File: src/rtl/poly_adsr_envelope.sv
// poly_adsr_envelope
//   Time-multiplexed ADSR envelope engine for NUM_VOICES voices, followed by a
//   two-stage mixer that scales a voice-tagged audio stream by the envelope
//   level of the voice it belongs to.
//
//   A prescaler starts a sweep every TICK_DIV cycles. During the first
//   NUM_VOICES cycles of each period, one voice per cycle is visited, and its
//   state and level are updated.
//
// Ports
//   clk, rst_n                   clock, asynchronous active-low reset
//   note_on[NUM_VOICES]          per-voice gate levels
//   attack/decay/release_rate    per-update increment/decrement (upper bits of level)
//   sustain_percent              sustain level 0-100 (clamped above 100)
//   audio_in, audio_voice_in,
//   data_in_valid                tagged input sample
//   audio_out, audio_voice_out,
//   data_out_valid               scaled sample, 2 cycles after input
//   voice_active[NUM_VOICES]     voice is not IDLE
//
// state    | meaning
// ---------+-----------------------------------------------
// IDLE     | silent, level held at 0
// ATTACK   | level rising by attack increment toward ENV_MAX
// DECAY    | level falling by decay decrement toward sustain
// SUSTAIN  | level tracks live sustain setting while gate high
// RELEASE  | level falling by release decrement toward 0
module poly_adsr_envelope #(
   parameter int NUM_VOICES     = 8,
   parameter int DATA_WIDTH     = 32,
   parameter int ENVELOPE_WIDTH = 32,
   parameter int RATE_WIDTH     = 16,
   parameter int TICK_DIV       = 64,
   localparam int VW            = $clog2(NUM_VOICES)
) (
   input  logic                   clk,
   input  logic                   rst_n,
   input  logic [NUM_VOICES-1:0]  note_on,
   input  logic [RATE_WIDTH-1:0]  attack_rate,
   input  logic [RATE_WIDTH-1:0]  decay_rate,
   input  logic [6:0]             sustain_percent,
   input  logic [RATE_WIDTH-1:0]  release_rate,
   input  logic [DATA_WIDTH-1:0]  audio_in,
   input  logic [VW-1:0]          audio_voice_in,
   input  logic                   data_in_valid,
   output logic [DATA_WIDTH-1:0]  audio_out,
   output logic [VW-1:0]          audio_voice_out,
   output logic                   data_out_valid,
   output logic [NUM_VOICES-1:0]  voice_active
);

   localparam int EW = ENVELOPE_WIDTH;
   localparam int DW = DATA_WIDTH;
   // One extra bit so that NUM_VOICES == TICK_DIV still compares correctly.
   localparam int PW = $clog2(TICK_DIV) + 1;
   localparam logic [EW-1:0] ENV_MAX  = '1;
   localparam logic [EW-1:0] SUS_STEP = ENV_MAX / EW'(100);

   typedef enum logic [2:0] {
      S_IDLE    = 3'd0,
      S_ATTACK  = 3'd1,
      S_DECAY   = 3'd2,
      S_SUSTAIN = 3'd3,
      S_RELEASE = 3'd4
   } env_state_t;

   env_state_t              st [NUM_VOICES];
   logic [EW-1:0]           lvl [NUM_VOICES];

   logic [PW-1:0]           presc;
   logic                    visit;
   logic [VW-1:0]           ptr;
   logic [NUM_VOICES-1:0]   note_q;
   logic [NUM_VOICES-1:0]   pending;
   logic [NUM_VOICES-1:0]   rise;
   logic [NUM_VOICES-1:0]   clr;

   env_state_t              cur_st, nxt_st;
   logic [EW-1:0]           cur_lvl, nxt_lvl, inc, sus;
   logic [RATE_WIDTH-1:0]   rate;
   logic [EW:0]             sum, diff;
   logic                    gate, pend;

   // The sweep pointer is the low bits of the prescaler during the sweep window.
   assign visit = presc < PW'(NUM_VOICES);
   assign ptr   = presc[VW-1:0];
   assign rise  = note_on & ~note_q;

   always_ff @(posedge clk or negedge rst_n) begin
      if (!rst_n) begin
         presc <= '0;
      end else if (presc == PW'(TICK_DIV - 1)) begin
         presc <= '0;
      end else begin
         presc <= presc + 1'b1;
      end
   end

   always_comb begin
      clr = '0;
      if (visit) clr[ptr] = 1'b1;
   end

   // A rise arriving in the same cycle as the visit survives to the next sweep.
   always_ff @(posedge clk or negedge rst_n) begin
      if (!rst_n) begin
         note_q  <= '0;
         pending <= '0;
      end else begin
         note_q  <= note_on;
         pending <= (pending & ~clr) | rise;
      end
   end

   always_comb begin
      if (sustain_percent >= 7'd100) sus = ENV_MAX;
      else                           sus = SUS_STEP * EW'(sustain_percent);
   end

   always_comb begin
      cur_st  = st[ptr];
      cur_lvl = lvl[ptr];
      gate    = note_q[ptr];
      pend    = pending[ptr];
      rate    = '0;
      case (cur_st)
         S_ATTACK:  rate = attack_rate;
         S_DECAY:   rate = decay_rate;
         S_RELEASE: rate = release_rate;
         default:   rate = '0;
      endcase
      inc     = EW'(rate) << (EW - RATE_WIDTH);
      sum     = {1'b0, cur_lvl} + {1'b0, inc};
      diff    = {1'b0, cur_lvl} - {1'b0, inc};
      nxt_st  = cur_st;
      nxt_lvl = cur_lvl;
      if (pend) begin
         nxt_st = S_ATTACK;
      end else if (!gate && (cur_st == S_ATTACK || cur_st == S_DECAY ||
                             cur_st == S_SUSTAIN)) begin
         nxt_st = S_RELEASE;
      end else begin
         case (cur_st)
            S_IDLE: nxt_lvl = '0;
            S_ATTACK: begin
               if (sum[EW] || (&sum[EW-1:0]) || rate == '0) begin
                  nxt_lvl = ENV_MAX;
                  nxt_st  = S_DECAY;
               end else begin
                  nxt_lvl = sum[EW-1:0];
               end
            end
            S_DECAY: begin
               if (diff[EW] || diff[EW-1:0] <= sus || rate == '0) begin
                  nxt_lvl = sus;
                  nxt_st  = S_SUSTAIN;
               end else begin
                  nxt_lvl = diff[EW-1:0];
               end
            end
            S_SUSTAIN: nxt_lvl = sus;
            S_RELEASE: begin
               if (diff[EW] || diff[EW-1:0] == '0 || rate == '0) begin
                  nxt_lvl = '0;
                  nxt_st  = S_IDLE;
               end else begin
                  nxt_lvl = diff[EW-1:0];
               end
            end
            default: begin
               nxt_lvl = '0;
               nxt_st  = S_IDLE;
            end
         endcase
      end
   end

   always_ff @(posedge clk or negedge rst_n) begin
      if (!rst_n) begin
         for (int v = 0; v < NUM_VOICES; v++) begin
            st[v]  <= S_IDLE;
            lvl[v] <= '0;
         end
         voice_active <= '0;
      end else if (visit) begin
         st[ptr]           <= nxt_st;
         lvl[ptr]          <= nxt_lvl;
         voice_active[ptr] <= (nxt_st != S_IDLE);
      end
   end

   // Mixer. Stage 1 reads the level register before any same-cycle sweep write.
   logic                  s1_valid;
   logic [DW-1:0]         s1_data;
   logic [VW-1:0]         s1_tag;
   logic [EW-1:0]         s1_lvl;
   logic [EW-1:0]         tag_lvl;
   logic signed [DW+EW-1:0] prod;
   logic [DW-1:0]         scaled;
   logic [EW-1:0]         prod_frac_unused;

   always_comb begin
      tag_lvl = '0;
      if ({1'b0, audio_voice_in} < (VW+1)'(NUM_VOICES)) tag_lvl = lvl[audio_voice_in];
   end

   // Level is zero-extended so ENV_MAX stays positive; the product always fits DW+EW bits.
   assign prod = $signed(s1_data) * $signed({1'b0, s1_lvl});
   assign {scaled, prod_frac_unused} = prod;

   always_ff @(posedge clk or negedge rst_n) begin
      if (!rst_n) begin
         s1_valid        <= 1'b0;
         s1_data         <= '0;
         s1_tag          <= '0;
         s1_lvl          <= '0;
         data_out_valid  <= 1'b0;
         audio_out       <= '0;
         audio_voice_out <= '0;
      end else begin
         s1_valid       <= data_in_valid;
         data_out_valid <= s1_valid;
         if (data_in_valid) begin
            s1_data <= audio_in;
            s1_tag  <= audio_voice_in;
            s1_lvl  <= tag_lvl;
         end
         if (s1_valid) begin
            audio_out       <= scaled;
            audio_voice_out <= s1_tag;
         end
      end
   end

endmodule
File: config.mk
export PLATFORM = sky130hd
export DESIGN_NAME = poly_adsr_envelope
export DESIGN_NICKNAME = d
export VERILOG_FILES = /design/src/rtl/poly_adsr_envelope.sv
export SDC_FILE = /design/constraint.sdc
export NUM_CORES = 2
export LEC_CHECK = 0
export ABC_AREA = 1
export ABC_CLOCK_PERIOD_IN_PS = 7150
export CAP_MARGIN = 40
export CELL_PAD_IN_SITES_DETAIL_PLACEMENT = 1
export CELL_PAD_IN_SITES_GLOBAL_PLACEMENT = 2
export CORE_MARGIN = 2
export CORE_UTILIZATION = 35
export CTS_BUF_LIST = sky130_fd_sc_hd__clkbuf_8
export DETAILED_ROUTE_END_ITERATION = 6
export GPL_TIMING_DRIVEN = 0
export PLACE_DENSITY = 0.78
export RECOVER_POWER = 25
export SYNTH_ARGS = -nofsm -noshare
export SYNTH_HDL_FRONTEND = slang
export SYNTH_SLANG_ARGS = --single-unit
export TNS_END_PERCENT = 100
File: constraint.sdc
create_clock -name clk -period 7.15 [get_ports clk]
set_input_delay 1.0725 -clock clk [delete_from_list [all_inputs] [get_ports clk]]
set_output_delay 1.0725 -clock clk [all_outputs]
set_load 0.005 [all_outputs]
# Word level (Yosys, flattened, before mapping)
# Index checks and enable logic that the tools add are counted.
# Widths: inputs -> output; s select.
dict set report classes {
  magnitude_cmp 8
  muxes 38
  eq_ne 5
  bitwise 7
  reduce_logical 18
  mul 2
  add_sub_neg 3
}
# operator n
set ops {}
lappend ops {{$mux 32} 11}
lappend ops {{$bwmux 256} 1}
lappend ops {{$bmux 32 s3} 2}
lappend ops {{$pmux 32 s4} 1}
lappend ops {{$demux 32 s3} 1}
lappend ops {{$mul 32x33->64} 1}
lappend ops {{$pmux 16 s3} 1}
lappend ops {{$add 32x32->33} 1}
lappend ops {{$sub 32x32->33} 1}
lappend ops {{$le 32x32->1} 1}
lappend ops {{$logic_not 32->1} 1}
lappend ops {{$reduce_and 32->1} 1}
lappend ops {{$mul 23x7->29 const A} 1}
lappend ops {{$bwmux 24} 1}
lappend ops {{$mux 3} 8}
lappend ops {{$and 8x8->8} 2}
lappend ops {{$logic_not 16->1} 1}
lappend ops {{$not 8->8} 2}
lappend ops {{$pmux 3 s4} 1}
lappend ops {{$bmux 3 s3} 1}
lappend ops {{$demux 3 s3} 1}
lappend ops {{$bwmux 8} 1}
lappend ops {{$ge 4x4->1 const B} 2}
lappend ops {{$logic_or 1x1->1} 8}
lappend ops {{22 further kinds} 29}
dict set report word_totals {
  out_inout_bits 44
  ff_bits 415
  input_bits 101
}

# Depth between registers and ports, before layout
dict set report depth {
  word_depth 16
  mapped_depth 45
}

# Least setup slack after synthesis
# OpenSTA, ideal clock, no wires.
dict set report synth_path {
  kind {reg-to-reg}
  start {register s1_data[2]}
  end {register audio_out[17]}
  required_time_ps 7032
  n_path_buf 2
  slack_ps 292
  arrival_time_ps 6740
  path_stages_with_launch 33
  cell_sequence {dfrtp_1 -> clkbuf_1 -> clkbuf_1 -> nand2_1 -> fa_1 -> fa_1 -> fa_1 -> inv_1 -> fa_1 -> inv_1 -> fa_1 -> inv_1 -> fa_1 -> fa_1 -> inv_1 -> fa_1 -> inv_1 -> ha_1 -> nand2_1 -> nor2_1 -> nand4_1 -> inv_1 -> nand3_1 -> o211ai_1 -> nand2_1 -> nand2_1 -> a21oi_1 -> o21ai_0 -> nand3_1 -> nand2_1 -> nand2_1 -> nand3_1 -> nand2_1}
}
dict set report synth_via {
  elab_chain_cells 1
}
# element line_no
set synth_rtl {}
lappend synth_rtl {{start: declaration} 194} ;# logic [DW-1:0] s1_data;
lappend synth_rtl {{start signal: assignment} 224} ;# s1_data <= audio_in;
lappend synth_rtl {{$mul 32x33->64} 208} ;# assign prod = $signed(s1_data) * $signed({1'b0, s1_lvl});
lappend synth_rtl {{end signal: assignment} 229} ;# audio_out <= scaled;
lappend synth_rtl {{end: declaration} 46} ;# output logic [DATA_WIDTH-1:0] audio_out,
# Every way passes these cells.
# A chain may end at the register's enable or synchronous reset.

# Worst setup path after layout
dict set report layout_path {
  start {register s1_lvl[15]}
  end {register audio_out[25]}
}
dict set report layout_via {
  elab_chain_cells 1
}
# element line_no
set layout_rtl {}
lappend layout_rtl {{start: declaration} 196} ;# logic [EW-1:0] s1_lvl;
lappend layout_rtl {{start signal: assignment} 226} ;# s1_lvl <= tag_lvl;
lappend layout_rtl {{$mul 32x33->64} 208}
# Every way passes these cells.

==> key figures <==
Global route
  – Total GRT Usage: 30.80%
  – Vias in the first global route: 62,420
  – Initial antenna violation count: 4
  – Largest net degree at the start of global routing: 115
  – Aggregate global routing overflow: 0
  – First-pass GRT wire length: 408,400 um

Die
  – Die Y: 423.6 um
  – Initial core utilization: 35.33%
  – Full die area: 179,400 um^2
  – Core Area: 174,400 um^2
  – IO Count: 145
  – Die width: 423.6 um
  – Core Rows: 153

Finish
  – Register area: 10,440 um^2
  – Area growth syn-to-layout: 18.10%
  – Filler cell count: 21,480
  – Area of the multi-input gates: 44,980 um^2
  – Design area: 72,760 um^2
  – Layout Nets: 10,230
  – Proportion of layout cells with a drive suffix above 1: 12.37%

Timing
  – Endpoints failing setup: 32
  – Final WS setup: -0.7118 ns
  – Worst slew pin tran: 6.194 ns
  – Final Max Tran Viols: 218
  – Clock skew: 0.06525 ns
  – FMAX: 127.2 MHz
  – Minimum clock period: 7.862 ns
  – Final Hold Fails: 0
  – Final Cycle Share: 110.0%
  – RSZ-0062 raised after global routing: true
  – Slew margin rel.: -312.9%

Clock network
  – Skew-Pair Late Insertion Delay: 0.81 ns
  – Reg clk slew, reported paths: 0.06 ns
  – # clock sinks: 415
  – Clock Tree Buf Depth: 3
  – Hold_buf cts: 0
  – Clk root buf: clkbuf_8
  – Number of buffers created by CTS: 82
  – CTS H-tree lvls: 3
  – CTS tree: yes

Route
  – Via density: 5.136
  – Remaining antenna violation count: 0
  – DRT Wirelength: 275,700 um
  – Via Count: 57,400
  – Initial DRC Count: 3,711
  – DRC: 0
  – Routed len/inst: 24.67 um
  – DRT Pass-1 Iters: 5

Worst setup path
  – CP Max Fanout: 10
  – Crit-path max cell delay: 0.60 ns
  – CP Capture Type: register
  – CP Class: register to register
  – Crit path max-delay cell type: o211ai_1
  – Critical Path AT: 8.59 ns
  – Crit path top cell by count: fa_1
  – Flop2flop setup slack: -0.71 ns
  – Type of origin of the critical path: register
  – Req. time, crit path: 7.87 ns

Logic synthesis
  – Synthesized area: 61,610 um^2
  – Avg Inst Size Synth: 7.361 um^2
  – Synth area leader: fa_1
  – Cells after Synth: 8,370
  – Count leader, synth: nand2_1
  – Top post-synthesis cells by count: nand2_1, inv_1, fa_1
  – Fraction of registers with async set/reset: 100.0%
  – Post-synthesis sequential area ratio: 16.86%
  – Ys flop type: dfrtp_1
  – Yosys Warn Count: 0
  – Largest cells by area after synthesis: fa_1, nand2_1, dfrtp_1
  – Synthesis-stage register bit count: 415
  – Yosys top cell area share: 29.99%
  – Post-synth EDFFs: 0
  – Net count after synthesis: 9,812
  – Synth cell types: 56

Placement
  – PortBufs: 143
  – Post-DP HPWL: 226,500 um
  – RePlAce Congestion: 0.9645
  – Dpl cell area: 66,980 um^2

Run
  – Total of max-cap violations: 2

Outcome
  – Status: complete, but fails checks
  – Failing checks: capacitance limit, slew limit, setup timing

Min path
  – Hold WC Path Type: register to register
## routing by layer
layer	GRT usage [%]	routed length [um]	vias to the layer above
met4	18.71	20000	2
met5	0	14	-
li1	-	-	25730
met3	3.584	12880	508
met2	51.59	130500	1563
met1	38.03	112300	29590
## cell families after synthesis
family	share of synthesized area (%)
compound gates	6.665
xor+xnor	0.3980
fa+ha+maj	38.48
buf+inv	13.26
flops	16.86
simple gates	24.34
## critical path: cells and delay by family, from the launching register on
kind | cells | cell delay [ns]
AO/OA/AOI/OAI | 3 | 0.91
AND/OR/NAND/NOR | 12 | 1.15
flip-flops | 1 | 0.46
buffers and inverters | 8 | 0.89
adder cells (fa/ha/maj) | 9 | 4.39
## layout by cell type (no fill, tap or decap), drive strengths merged, types with 9 or more instances in the layout
cell type      instances
nand4                 41
clkbuf               417
o22ai                 45
o21bai                10
a22oi                 13
a31oi                 22
buf                  324
nand3                245
clkdlybuf4s50        126
dlygate4sd3            9
nand3b                14
o211ai                40
nand2               2972
nor2                 366
o21a                  25
a21oi                191
nor3                  29
xor2                  17
ha                   418
dfrtp                415
a221oi                23
clkinv                14
inv                 1716
or2                   52
o21ai                300
fa                   923
xnor2                 11
## flip-flops by register name, summed over array words and instances, names as in the netlist
name	count
pending	8
lvl	256
voice_active	8
st	24
s1_data	32
audio_voice_out	3
note_q	8
presc	7
s1_tag	3
audio_out	32
s1_lvl	32
data_out_valid	1
s1_valid	1
## stage by stage
stage                     hold slack [ns]  util, %  setup slack [ns]  cells   TNS, ns
after floorplan                    0.4271        -            0.2916   8370         0
after global placement             0.4486    37.82            -14.86  10840  -6751.62
after detailed placement           0.4638    38.41            -2.416  10920   -624.49
after CTS                          0.3309    41.16           -0.7096  11130    -13.63
after global routing               0.4991    41.71           -0.8908  11170   -141.44
final                              0.4744    41.72           -0.7118  11180    -14.97
## final timing paths
path                                             start                        end  cells past startpoint
worst max-delay path            s1_lvl[15]$_DFFE_PN0P_  audio_out[25]$_DFFE_PN0P_                     32
worst min-delay path               note_q[2]$_DFF_PN0_       pending[2]$_DFF_PN0_                      1
worst max register to register  s1_lvl[15]$_DFFE_PN0P_  audio_out[25]$_DFFE_PN0P_                     32
worst min register to register     note_q[2]$_DFF_PN0_       pending[2]$_DFF_PN0_                      1
max in group asynchronous                        rst_n         presc[0]$_DFF_PN0_                      2
min in group asynchronous                        rst_n       lvl[221]$_DFFE_PN0P_                      1
## area by class of cell
cell class / instances / share of cell area (%)
Buffer: 385 / 3.310
Inverter: 1694 / 8.760
Multi-Input combinational cell: 5814 / 61.81
Tap cell: 2325 / 3.998
Timing Repair Buffer: 392 / 5.448
Clock inverter: 44 / 0.4075
Sequential cell: 415 / 14.35
Clock buffer: 100 / 1.892
Antenna cell: 6 / 0.02064
## what timing repair did
action | CTS | global route
setup buffers | 120 | 48
pin swaps | 152 | 158
cloned | 3 | 1
setup endpoints to repair | 304 | 304
resized for setup | 761 | 222
Power is not shown: default switching activity piles up to over one toggle a cycle in this logic, so the estimate is an artifact.
